### src/rtl/uncached_dm_bridge.sv
// uncached_dm_bridge: turns one uncached load/store from the memory stage
// into a single-beat AXI4 transaction and returns a one-cycle data_ok.
// A pipeline flush during a transaction lets the AXI side finish but
// suppresses the completion pulse and leaves the read-data register untouched.
module uncached_dm_bridge #(
  parameter logic [3:0] AXI_ID = 4'd1
) (
  input  logic        Clk,
  input  logic        reset,
  input  logic        ExceptionFlush,
  input  logic        read,
  input  logic        write,
  input  logic        uncached,
  input  logic [31:0] data_sram_addr,
  input  logic [1:0]  data_sram_size,
  input  logic [3:0]  data_sram_wstrb,
  input  logic [31:0] data_sram_wdata,
  output logic [31:0] data_sram_rdata,
  output logic        data_sram_data_ok,
  output logic        busy,
  // AR channel
  output logic [3:0]  arid,
  output logic [31:0] araddr,
  output logic [7:0]  arlen,
  output logic [2:0]  arsize,
  output logic [1:0]  arburst,
  output logic        arvalid,
  input  logic        arready,
  // R channel
  input  logic [31:0] rdata,
  input  logic [1:0]  rresp,
  input  logic        rlast,
  input  logic        rvalid,
  output logic        rready,
  // AW channel
  output logic [3:0]  awid,
  output logic [31:0] awaddr,
  output logic [7:0]  awlen,
  output logic [2:0]  awsize,
  output logic [1:0]  awburst,
  output logic        awvalid,
  input  logic        awready,
  // W channel
  output logic [31:0] wdata,
  output logic [3:0]  wstrb,
  output logic        wlast,
  output logic        wvalid,
  input  logic        wready,
  // B channel
  input  logic [1:0]  bresp,
  input  logic        bvalid,
  output logic        bready
);

  typedef enum logic [2:0] {
    IDLE  = 3'd0,
    RADDR = 3'd1,
    RDATA = 3'd2,
    WREQ  = 3'd3,
    WRESP = 3'd4,
    DONE  = 3'd5
  } state_t;

  state_t      state_reg, state_next;
  logic        discard_reg, discard_next;
  logic [31:0] addr_reg, addr_next;
  logic [1:0]  size_reg, size_next;
  logic [3:0]  wstrb_reg, wstrb_next;
  logic [31:0] wdata_reg, wdata_next;
  logic [31:0] rdata_reg, rdata_next;
  logic        arvalid_reg, arvalid_next;
  logic        rready_reg, rready_next;
  logic        awvalid_reg, awvalid_next;
  logic        wvalid_reg, wvalid_next;
  logic        bready_reg, bready_next;

  // Response codes and rlast carry no information for single-beat,
  // error-tolerant accesses.
  logic unused_resp;
  assign unused_resp = &{1'b0, rresp, rlast, bresp};

  // Next-state, handshake tracking and capture of request/response data
  always_comb begin
    state_next   = state_reg;
    discard_next = discard_reg;
    addr_next    = addr_reg;
    size_next    = size_reg;
    wstrb_next   = wstrb_reg;
    wdata_next   = wdata_reg;
    rdata_next   = rdata_reg;
    arvalid_next = arvalid_reg;
    rready_next  = rready_reg;
    awvalid_next = awvalid_reg;
    wvalid_next  = wvalid_reg;
    bready_next  = bready_reg;

    // A flush mid-transaction only marks the result as unwanted.
    if (ExceptionFlush && state_reg != IDLE) discard_next = 1'b1;

    case (state_reg)
      IDLE: begin
        if ((read || write) && uncached && !ExceptionFlush) begin
          addr_next  = data_sram_addr;
          size_next  = data_sram_size;
          wstrb_next = data_sram_wstrb;
          wdata_next = data_sram_wdata;
          if (write) begin
            state_next   = WREQ;
            awvalid_next = 1'b1;
            wvalid_next  = 1'b1;
          end else begin
            state_next   = RADDR;
            arvalid_next = 1'b1;
          end
        end
      end
      RADDR: begin
        if (arready) begin
          arvalid_next = 1'b0;
          rready_next  = 1'b1;
          state_next   = RDATA;
        end
      end
      RDATA: begin
        if (rvalid) begin
          rready_next = 1'b0;
          state_next  = DONE;
          if (!discard_next) rdata_next = rdata;
        end
      end
      WREQ: begin
        // Address and data channels retire independently.
        awvalid_next = awvalid_reg && !awready;
        wvalid_next  = wvalid_reg && !wready;
        if (!awvalid_next && !wvalid_next) begin
          bready_next = 1'b1;
          state_next  = WRESP;
        end
      end
      WRESP: begin
        if (bvalid) begin
          bready_next = 1'b0;
          state_next  = DONE;
        end
      end
      DONE: begin
        state_next   = IDLE;
        discard_next = 1'b0;
      end
      default: begin
        state_next = IDLE;
      end
    endcase
  end

  // State and output registers with synchronous reset
  always_ff @(posedge Clk) begin
    if (reset) begin
      state_reg   <= IDLE;
      discard_reg <= 1'b0;
      addr_reg    <= 32'd0;
      size_reg    <= 2'd0;
      wstrb_reg   <= 4'd0;
      wdata_reg   <= 32'd0;
      rdata_reg   <= 32'd0;
      arvalid_reg <= 1'b0;
      rready_reg  <= 1'b0;
      awvalid_reg <= 1'b0;
      wvalid_reg  <= 1'b0;
      bready_reg  <= 1'b0;
    end else begin
      state_reg   <= state_next;
      discard_reg <= discard_next;
      addr_reg    <= addr_next;
      size_reg    <= size_next;
      wstrb_reg   <= wstrb_next;
      wdata_reg   <= wdata_next;
      rdata_reg   <= rdata_next;
      arvalid_reg <= arvalid_next;
      rready_reg  <= rready_next;
      awvalid_reg <= awvalid_next;
      wvalid_reg  <= wvalid_next;
      bready_reg  <= bready_next;
    end
  end

  assign data_sram_rdata   = rdata_reg;
  assign data_sram_data_ok = (state_reg == DONE) && !discard_reg;
  assign busy              = (state_reg != IDLE);

  assign arid    = AXI_ID;
  assign araddr  = addr_reg;
  assign arlen   = 8'd0;
  assign arsize  = {1'b0, size_reg};
  assign arburst = 2'b01;
  assign arvalid = arvalid_reg;
  assign rready  = rready_reg;

  assign awid    = AXI_ID;
  assign awaddr  = addr_reg;
  assign awlen   = 8'd0;
  assign awsize  = {1'b0, size_reg};
  assign awburst = 2'b01;
  assign awvalid = awvalid_reg;

  assign wdata   = wdata_reg;
  assign wstrb   = wstrb_reg;
  assign wlast   = 1'b1;
  assign wvalid  = wvalid_reg;
  assign bready  = bready_reg;

endmodule

### config.mk
export PLATFORM = sky130hd
export DESIGN_NAME = uncached_dm_bridge
export DESIGN_NICKNAME = d
export VERILOG_FILES = /design/src/rtl/uncached_dm_bridge.sv
export SDC_FILE = /design/constraint.sdc
export NUM_CORES = 1
export LEC_CHECK = 0
export ABC_AREA = 1
export BUFFER_PORTS_ARGS = -buffer_cell sky130_fd_sc_hd__buf_2
export CAP_MARGIN = 20
export CELL_PAD_IN_SITES_DETAIL_PLACEMENT = 2
export CELL_PAD_IN_SITES_GLOBAL_PLACEMENT = 2
export CORE_ASPECT_RATIO = 1.1
export CORE_UTILIZATION = 23
export CTS_CLUSTER_SIZE = 10
export DETAILED_ROUTE_END_ITERATION = 12
export GPL_TIMING_DRIVEN = 0
export PLACE_DENSITY_LB_ADDON = 0.05
export SETUP_SLACK_MARGIN = 0.05
export SLEW_MARGIN = 10
export SYNTH_ARGS = -nofsm -noshare
export SYNTH_HDL_FRONTEND = slang
export SYNTH_SLANG_ARGS = --single-unit
### constraint.sdc
create_clock -name Clk -period 2 [get_ports Clk]
set_input_delay 0.2 -clock Clk [delete_from_list [all_inputs] [get_ports Clk]]
set_output_delay 0.2 -clock Clk [all_outputs]
set_load 0.05 [all_outputs]
==> Word level (Yosys, flattened, before mapping) <==
Cells that the tools add are included.
{ "word_totals": {"regBits": 111, "input_bits": 118, "output_inout_bits": 174} }
{ "classes": {"eq_ne": 12, "muxes": 22, "bitwise_logic": 1, "n_reduce_logical": 28} }
{ "ops": {"columns": ["operator", "count"], "rows": [
  ["$mux 3", 5],
  ["$pmux 3 s5", 1],
  ["$ne 2x2->1 const B", 7],
  ["$reduce_and 3->1", 4],
  ["$mux 1", 10],
  ["$pmux 1 s2", 5],
  ["$reduce_bool 2->1", 4],
  ["$logic_and 1x1->1", 7],
  ["$eq 3x2->1 const B", 2],
  ["$eq 3x3->1 const B", 2],
  ["$logic_not 1->1", 6],
  ["$reduce_and 5->1", 1],
  ["$reduce_and 4->1", 1],
  ["$eq 3x1->1 const B", 1],
  ["$logic_not 3->1", 1],
  ["$reduce_bool 3->1", 1],
  ["$mux 2", 1],
  ["$reduce_and 2->1", 1],
  ["$reduce_or 2->1", 1],
  ["$logic_or 1x1->1", 1],
  ["$not 1->1", 1]
]} }

==> Longest topological paths before layout <==
Gate-level depths: netlist of the first run.
{ "depth": {"ltp_word": 6, "mapped_depth": 9} }

==> Worst setup path after synthesis of the first run <==
Ideal clock, no wire load.
{ "synth_timing": {"kind": "register to output", "startpoint": "reg state_reg[0]", "endpoint": "out data_sram_data_ok", "arrival_time_ps": 1628, "setup_slack_ps": 172, "stages_incl_launch_ff": 3, "path_cell_list": "dfxtp_1 > nand2_1 > nor3_1"} }
{ "synth_between": {"elab_chain_len": 2} }
{ "synth_lines": {"columns": ["element", "line", "source"], "rows": [
  ["start: declaration", "64", "state_t state_reg, state_next;"],
  ["start signal: assignment", "172", "state_reg <= state_next;"],
  ["$eq 3x3->1", "188", "assign data_sram_data_ok = (state_reg == DONE) && !discard_reg;"],
  ["$logic_and 1x1->1", "188", null],
  ["end: declaration", "19", "output logic data_sram_data_ok,"]
]} }
Every way passes these cells.

==> Worst setup path in the final report of the first run <==
Same ends and word-level chain as after synthesis.

==> flow_metrics.tcl, run 1 <==
set metrics [dict create \
    gp_congestion 0.796 \
    rsz0062_at_grt "no" \
    cp.required_ns 1.80 \
    drc 0 \
    grt_pass1_wl_mm 26.2 \
    finClkSkew_ns 0.00979 \
    max_freq_ghz 0.592 \
    fillers 2357 \
    cp-end-kind "primary output" \
    critPathKind "reg -> out" \
    clockBufferDepth 2 \
    ys_types 26 \
    syn_inst 601 \
    netlist.area_leader.share_pct 48.4 \
    grt_use_total_pct 16.7 \
    gr-usage-met3_pct 4.85 \
    cts_resized 0 \
    fp-row-count 53 \
    wl_mm 17.4 \
    crit_fanout 7 \
    path_clk_slew_ns 0.07 \
    cts_num_sinks 111 \
    coreArea_sq_um 19300 \
    top_usage_layer "met2" \
    die_y_um 150 \
    place_hpwl_mm 14.0 \
    rr_worst_depth 8 \
    hold_viol 0 \
    finalCritPeriodShare_pct 84.5 \
    finalMaxSlewViolations 0 \
    vias_per_cell 4.22 \
    cts_tree "done" \
    power_w 0.00876 \
    status "finished, final reports clean" \
    nets 1014 \
    timing.rr.start "state_reg[2]$_SDFFE_PP0P_" \
    use_met1_pct 17.4 \
    fp.dieArea_sq_um 20500 \
    drt-initial-drc-count 163 \
    grt_max_degree 18 \
    first_pass_iters 4 \
    grt_antenna_before_repair 3 \
    setup_viol 0 \
    numPortBuffers 255 \
    holdPathEnd "rready$_SDFFE_PP0P_" \
    tns_ns 0 \
    gr-total-overflow 0 \
    cpPeakStageDelay_ns 0.53 \
    p_leak_nw 3.60 \
    cts_buffers 9 \
    final_cell_mix "270 x buf_2, 214 x nor2_1, 111 x dfxtp_1, 86 x o21ai_0, 65 x buf_4" \
    grt_util_met2_pct 31.4 \
    ant_nets 0 \
    fin_crit_ns 1.69 \
    drive_gt1_share_pct 40.8 \
    vdd_drop_max_mv 0.430 \
    powerDensity_nw_per_um2 1330 \
    synth_area_leader_cell "dfxtp_1" \
    rrSetupSlack_ns 0.35 \
    cts_root_buffer "clkbuf_16" \
    syn_area_per_cell_sq_um 7.64 \
    final_cells 1150 \
    detail_route.wl_per_cell_um 15.1 \
    startpoint_type "register" \
    ios 292 \
    grt_pass1_vias 5180 \
    initial_utilization_pct 23.8 \
    drv_cap 0 \
    crit_arrival_ns 1.49 \
    hold_path_depth 2 \
    ys_warn_count 0 \
    final_common_cell "buf_2" \
    ys_seq_area_share_pct 48.4 \
    htree_levels 3 \
    post_cts_buffers 0 \
    cts_hold_buf 0 \
    vias 4855 \
    clock_latency_ns 0.35 \
    holdCritPathClass "in -> reg" \
    hold_start "reset" \
    dp.cells 1132 \
    path_cells "nand2_1 > nor3_1 > buf_2" \
    cp_slowest_cell "dfxtp_1" \
    ys_seq_elements 111 \
    yosys-top-cells-area "dfxtp_1 48%, nor2_1 18%, buf_4 11%" \
    die_w_um 137 \
    area_growth_pct 43.4 \
    reg2reg_to "data_sram_rdata[8]$_SDFFE_PP0P_" \
    netlist_area_sq_um 4590 \
]
-- how the worst max path moves through the flow --
stage	slack, ns	end	from	cells past startpoint
floorplan	0.17	data_sram_data_ok	state_reg[0]$_SDFFE_PP0P_	2
detailed placement	0.21	data_sram_rdata[30]$_SDFFE_PP0P_	reset	6
CTS	0.28	data_sram_data_ok	state_reg[0]$_SDFFE_PP0P_	3
finish	0.31	data_sram_data_ok	state_reg[0]$_SDFFE_PP0P_	3
global route	0.18	data_sram_data_ok	state_reg[0]$_SDFFE_PP0P_	3
global placement	0.30	data_sram_rdata[28]$_SDFFE_PP0P_	reset	6
-- area by class of cell --
cell class | instances | area, sq um | share of cell area (%)
timing repair buffer | 255 | 1280 | 19.4
inverter | 18 | 70.1 | 1.06
tap | 247 | 309 | 4.70
clock inverter | 4 | 55.1 | 0.837
multi-input combinational | 404 | 1750 | 26.5
antenna | 2 | 5.00 | 0.0761
clock buffer | 12 | 236 | 3.59
buffer | 97 | 661 | 10.0
sequential | 111 | 2220 | 33.8
-- critical path, delay by kind of cell, from the launching register on --
family,cells,cell delay (ns)
flip-flops,1,0.53
AND/OR/NAND/NOR,2,0.31
buffers and inverters,1,0.30
-- report_power, final --
part / total [W] / leakage (nW) / switching, W / internal (W)
combinational: 0.00405 / 2.56 / 0.00302 / 0.00103
clock: 0.00182 / 0.137 / 0.000842 / 0.000982
sequential: 0.00288 / 0.904 / 0.000280 / 0.00260
-- synthesized netlist by cell type (all sizes together) --
cell type	instances
a21oi	7
buf	84
clkbuf	13
clkinv	1
conb	2
dfxtp	111
inv	17
nand2	30
nand3	6
nor2	221
nor3	2
o21ai	106
o21bai	1
-- cell families (layout without fill, tap and decap cells) --
family	after synthesis	count (layout)	synth area share [%]
compound gates	114	114	12.5
buf+inv	115	386	15.9
flops	111	111	48.4
other cells	2	33	0.164
simple gates	259	259	23.0
-- stage by stage --
stage | hold slack [ns] | worst slack (ns) | area [sq um] | utilization [%]
floorplan | 0.269 | 0.172 | 4700 | -
global placement | 0.423 | 0.298 | 6280 | 32.6
detailed placement | 0.426 | 0.213 | 6280 | 32.6
CTS | 0.0529 | 0.283 | 6580 | 34.1
global route | 0.0666 | 0.182 | 6580 | 34.1
finish | 0.0630 | 0.310 | 6580 | 34.1
-- routing by layer --
metal	part of all wire (%)	routed length, um
met1	38	6680
met2	53	9210
met3	7.4	1280
met4	1.4	238
met5	0.075	13
(Power assumes the default switching activity.)
==> run 2: changes to the inputs <==
--- a/config.mk
+++ b/config.mk
@@ -11,7 +11,7 @@
 export CELL_PAD_IN_SITES_DETAIL_PLACEMENT = 2
 export CELL_PAD_IN_SITES_GLOBAL_PLACEMENT = 2
 export CORE_ASPECT_RATIO = 1.1
-export CORE_UTILIZATION = 23
+export CORE_UTILIZATION = 19
 export CTS_CLUSTER_SIZE = 10
 export DETAILED_ROUTE_END_ITERATION = 12
 export GPL_TIMING_DRIVEN = 0
==> constraint.sdc (replaced) <==
create_clock -name Clk -period 1.4 [get_ports Clk]
set_input_delay 0.14 -clock Clk [delete_from_list [all_inputs] [get_ports Clk]]
set_output_delay 0.14 -clock Clk [all_outputs]
set_load 0.05 [all_outputs]
==> flow_metrics.tcl, run 2 (synthesis results as in run 1) <==
set metrics [dict create \
    max_freq_ghz 0.684 \
    die_w_um 150 \
    drive_gt1_share_pct 51.1 \
    violations "hold timing, setup timing" \
    final_common_cell "buf_2" \
    first_pass_iters 4 \
    crit_fanout 5 \
    grt_pass1_wl_mm 29.6 \
    grt_use_total_pct 15.8 \
    place_hpwl_mm 14.4 \
    final_area_sq_um 8150 \
    multi_input_area_sq_um 2100 \
    grt_pass1_vias 5619 \
    detail_route.wl_per_cell_um 15.7 \
    vias_per_cell 4.06 \
    wl_mm 20.2 \
    drv_cap 0 \
    hold_path_depth 3 \
    hold_viol 1 \
    holdPathEnd "araddr[30]$_SDFFE_PP0P_" \
    cp-end-kind "register" \
    vias 5215 \
    drc 0 \
    postLayoutCoreUtil_pct 34.4 \
    fp-row-count 59 \
    gp_congestion 0.745 \
    grt_max_degree 20 \
    hold_start "data_sram_addr[30]" \
    initial_utilization_pct 19.4 \
    status "finished, violations left" \
    ios 292 \
    timing.rr.start "state_reg[1]$_SDFFE_PP0P_" \
    ant_nets 0 \
    rr_worst_depth 7 \
    holdWs_ns -0.000772 \
    cts_num_sinks 111 \
    p_leak_nw 4.18 \
    fp.dieArea_sq_um 24800 \
    finalMaxSlewViolations 0 \
    relSlewSlack_pct 50.5 \
    fin_crit_ns 1.46 \
    seqCellArea_sq_um 2230 \
    powerDensity_nw_per_um2 1820 \
    finClkSkew_ns 0.00819 \
    finalCritPeriodShare_pct 104 \
    cts_tree "done" \
    gr-total-overflow 0 \
    setup_viol 104 \
    area_growth_pct 77.6 \
    htree_levels 3 \
    cts_root_buffer "clkbuf_16" \
    tightest_slew_ns 0.738 \
    nets 1090 \
    startpoint_type "register" \
    die_y_um 165 \
    grt_antenna_before_repair 1 \
    drt-initial-drc-count 116 \
    reg2reg_to "data_sram_rdata[9]$_SDFFE_PP0P_" \
    fin_ws_ns -0.0610 \
    place_area_sq_um 6370 \
    clockBufferDepth 2 \
    clock_latency_ns 0.36 \
    numPortBuffers 255 \
    final_cell_mix "253 x buf_2, 186 x nor2_1, 108 x dfxtp_1, 86 x buf_4, 43 x o21ai_2" \
    vdd_drop_max_mv 0.655 \
    rsz0062_at_grt "yes" \
    cts_buffers 9 \
    crit_arrival_ns 1.72 \
    critPathKind "reg -> reg" \
    rrSetupSlack_ns -0.06 \
    cp.required_ns 1.66 \
    holdCritPathClass "in -> reg" \
    path_clk_slew_ns 0.08 \
    coreArea_sq_um 23700 \
    fillers 2766 \
]
-- run 2: cell types whose count changed in the layout (fill, tap and decap cells not counted), sizes merged, moves of 2 or more --
cell         before  now
dlygate4sd3       0   31
clkinv            2    4
clkbuf           25   23
inv              18   20
buf             339  380
-- run 2: final cells by class --
class	instances	area share, %
buffer	93	9.73
timing repair buffer	332	27.1
clock inverter	7	1.26
sequential	111	27.4
tap	305	4.68
inverter	18	1.07
clock buffer	9	2.76
timing repair inverter	1	0.138
multi-input combinational	406	25.8
antenna	1	0.0307
-- run 2: worst max-delay path by stage --
stage / startpoint / to / slack, ns / depth (start not counted)
after floorplan: state_reg[0]$_SDFFE_PP0P_ / data_sram_data_ok / 0.05 / 2
final: state_reg[1]$_SDFFE_PP0P_ / data_sram_rdata[9]$_SDFFE_PP0P_ / -0.06 / 7
after CTS: state_reg[2]$_SDFFE_PP0P_ / data_sram_rdata[4]$_SDFFE_PP0P_ / -0.12 / 10
after detailed placement: reset / data_sram_rdata[27]$_SDFFE_PP0P_ / -0.38 / 6
after global placement: reset / data_sram_rdata[27]$_SDFFE_PP0P_ / -0.34 / 6
after global routing: state_reg[1]$_SDFFE_PP0P_ / wdata[15]$_SDFFE_PP0P_ / -0.16 / 8
-- run 2: stage by stage --
stage / instances / setup slack [ns] / hold slack (ns) / TNS, ns / total power [W]
after global routing: 1282 / -0.160 / 0.00427 / -12.86 / 0.0157
after detailed placement: 1190 / -0.383 / 0.367 / -18.86 / 0.0101
after CTS: 1273 / -0.125 / 0.000867 / -5.42 / 0.0147
final: 1283 / -0.0610 / -0.000772 / -3.60 / 0.0149
after floorplan: 630 / 0.0530 / 0.209 / 0 / 0.00858
after global placement: 1190 / -0.340 / 0.358 / -14.75 / 0.00993
-- run 2: per-layer routing --
metal	part of all wire (%)	GRT usage [%]
met3	6.1	4.31
met5	0.065	0
met2	55	31.1
met4	1.4	4.32
met1	38	16.1
-- run 2: power by group --
group | switching, W | total [W] | leakage [nW] | internal [W]
Sequential | 0.000458 | 0.00421 | 0.906 | 0.00375
Clock | 0.00134 | 0.00294 | 0.162 | 0.00160
Combinational | 0.00500 | 0.00772 | 3.11 | 0.00272
Total | 0.00679 | 0.0149 | 4.18 | 0.00806
-- run 2: timing repair --
action	CTS	global route
cloned	15	3
endpoints found under the hold margin	32	0
pin swaps	29	52
endpoints found under the setup margin	109	108
setup buffers	22	14
hold buffers	31	0
resized for setup	139	107
-- run 2: critical path, stage by stage, from the launching register on --
cell and delay (ns):
dfxtp_4 0.38, nor2_4 0.18, nand2_8 0.10, nand2_4 0.11
nand3_4 0.20, buf_8 0.21, o21ai_1 0.13, nor2_1 0.06
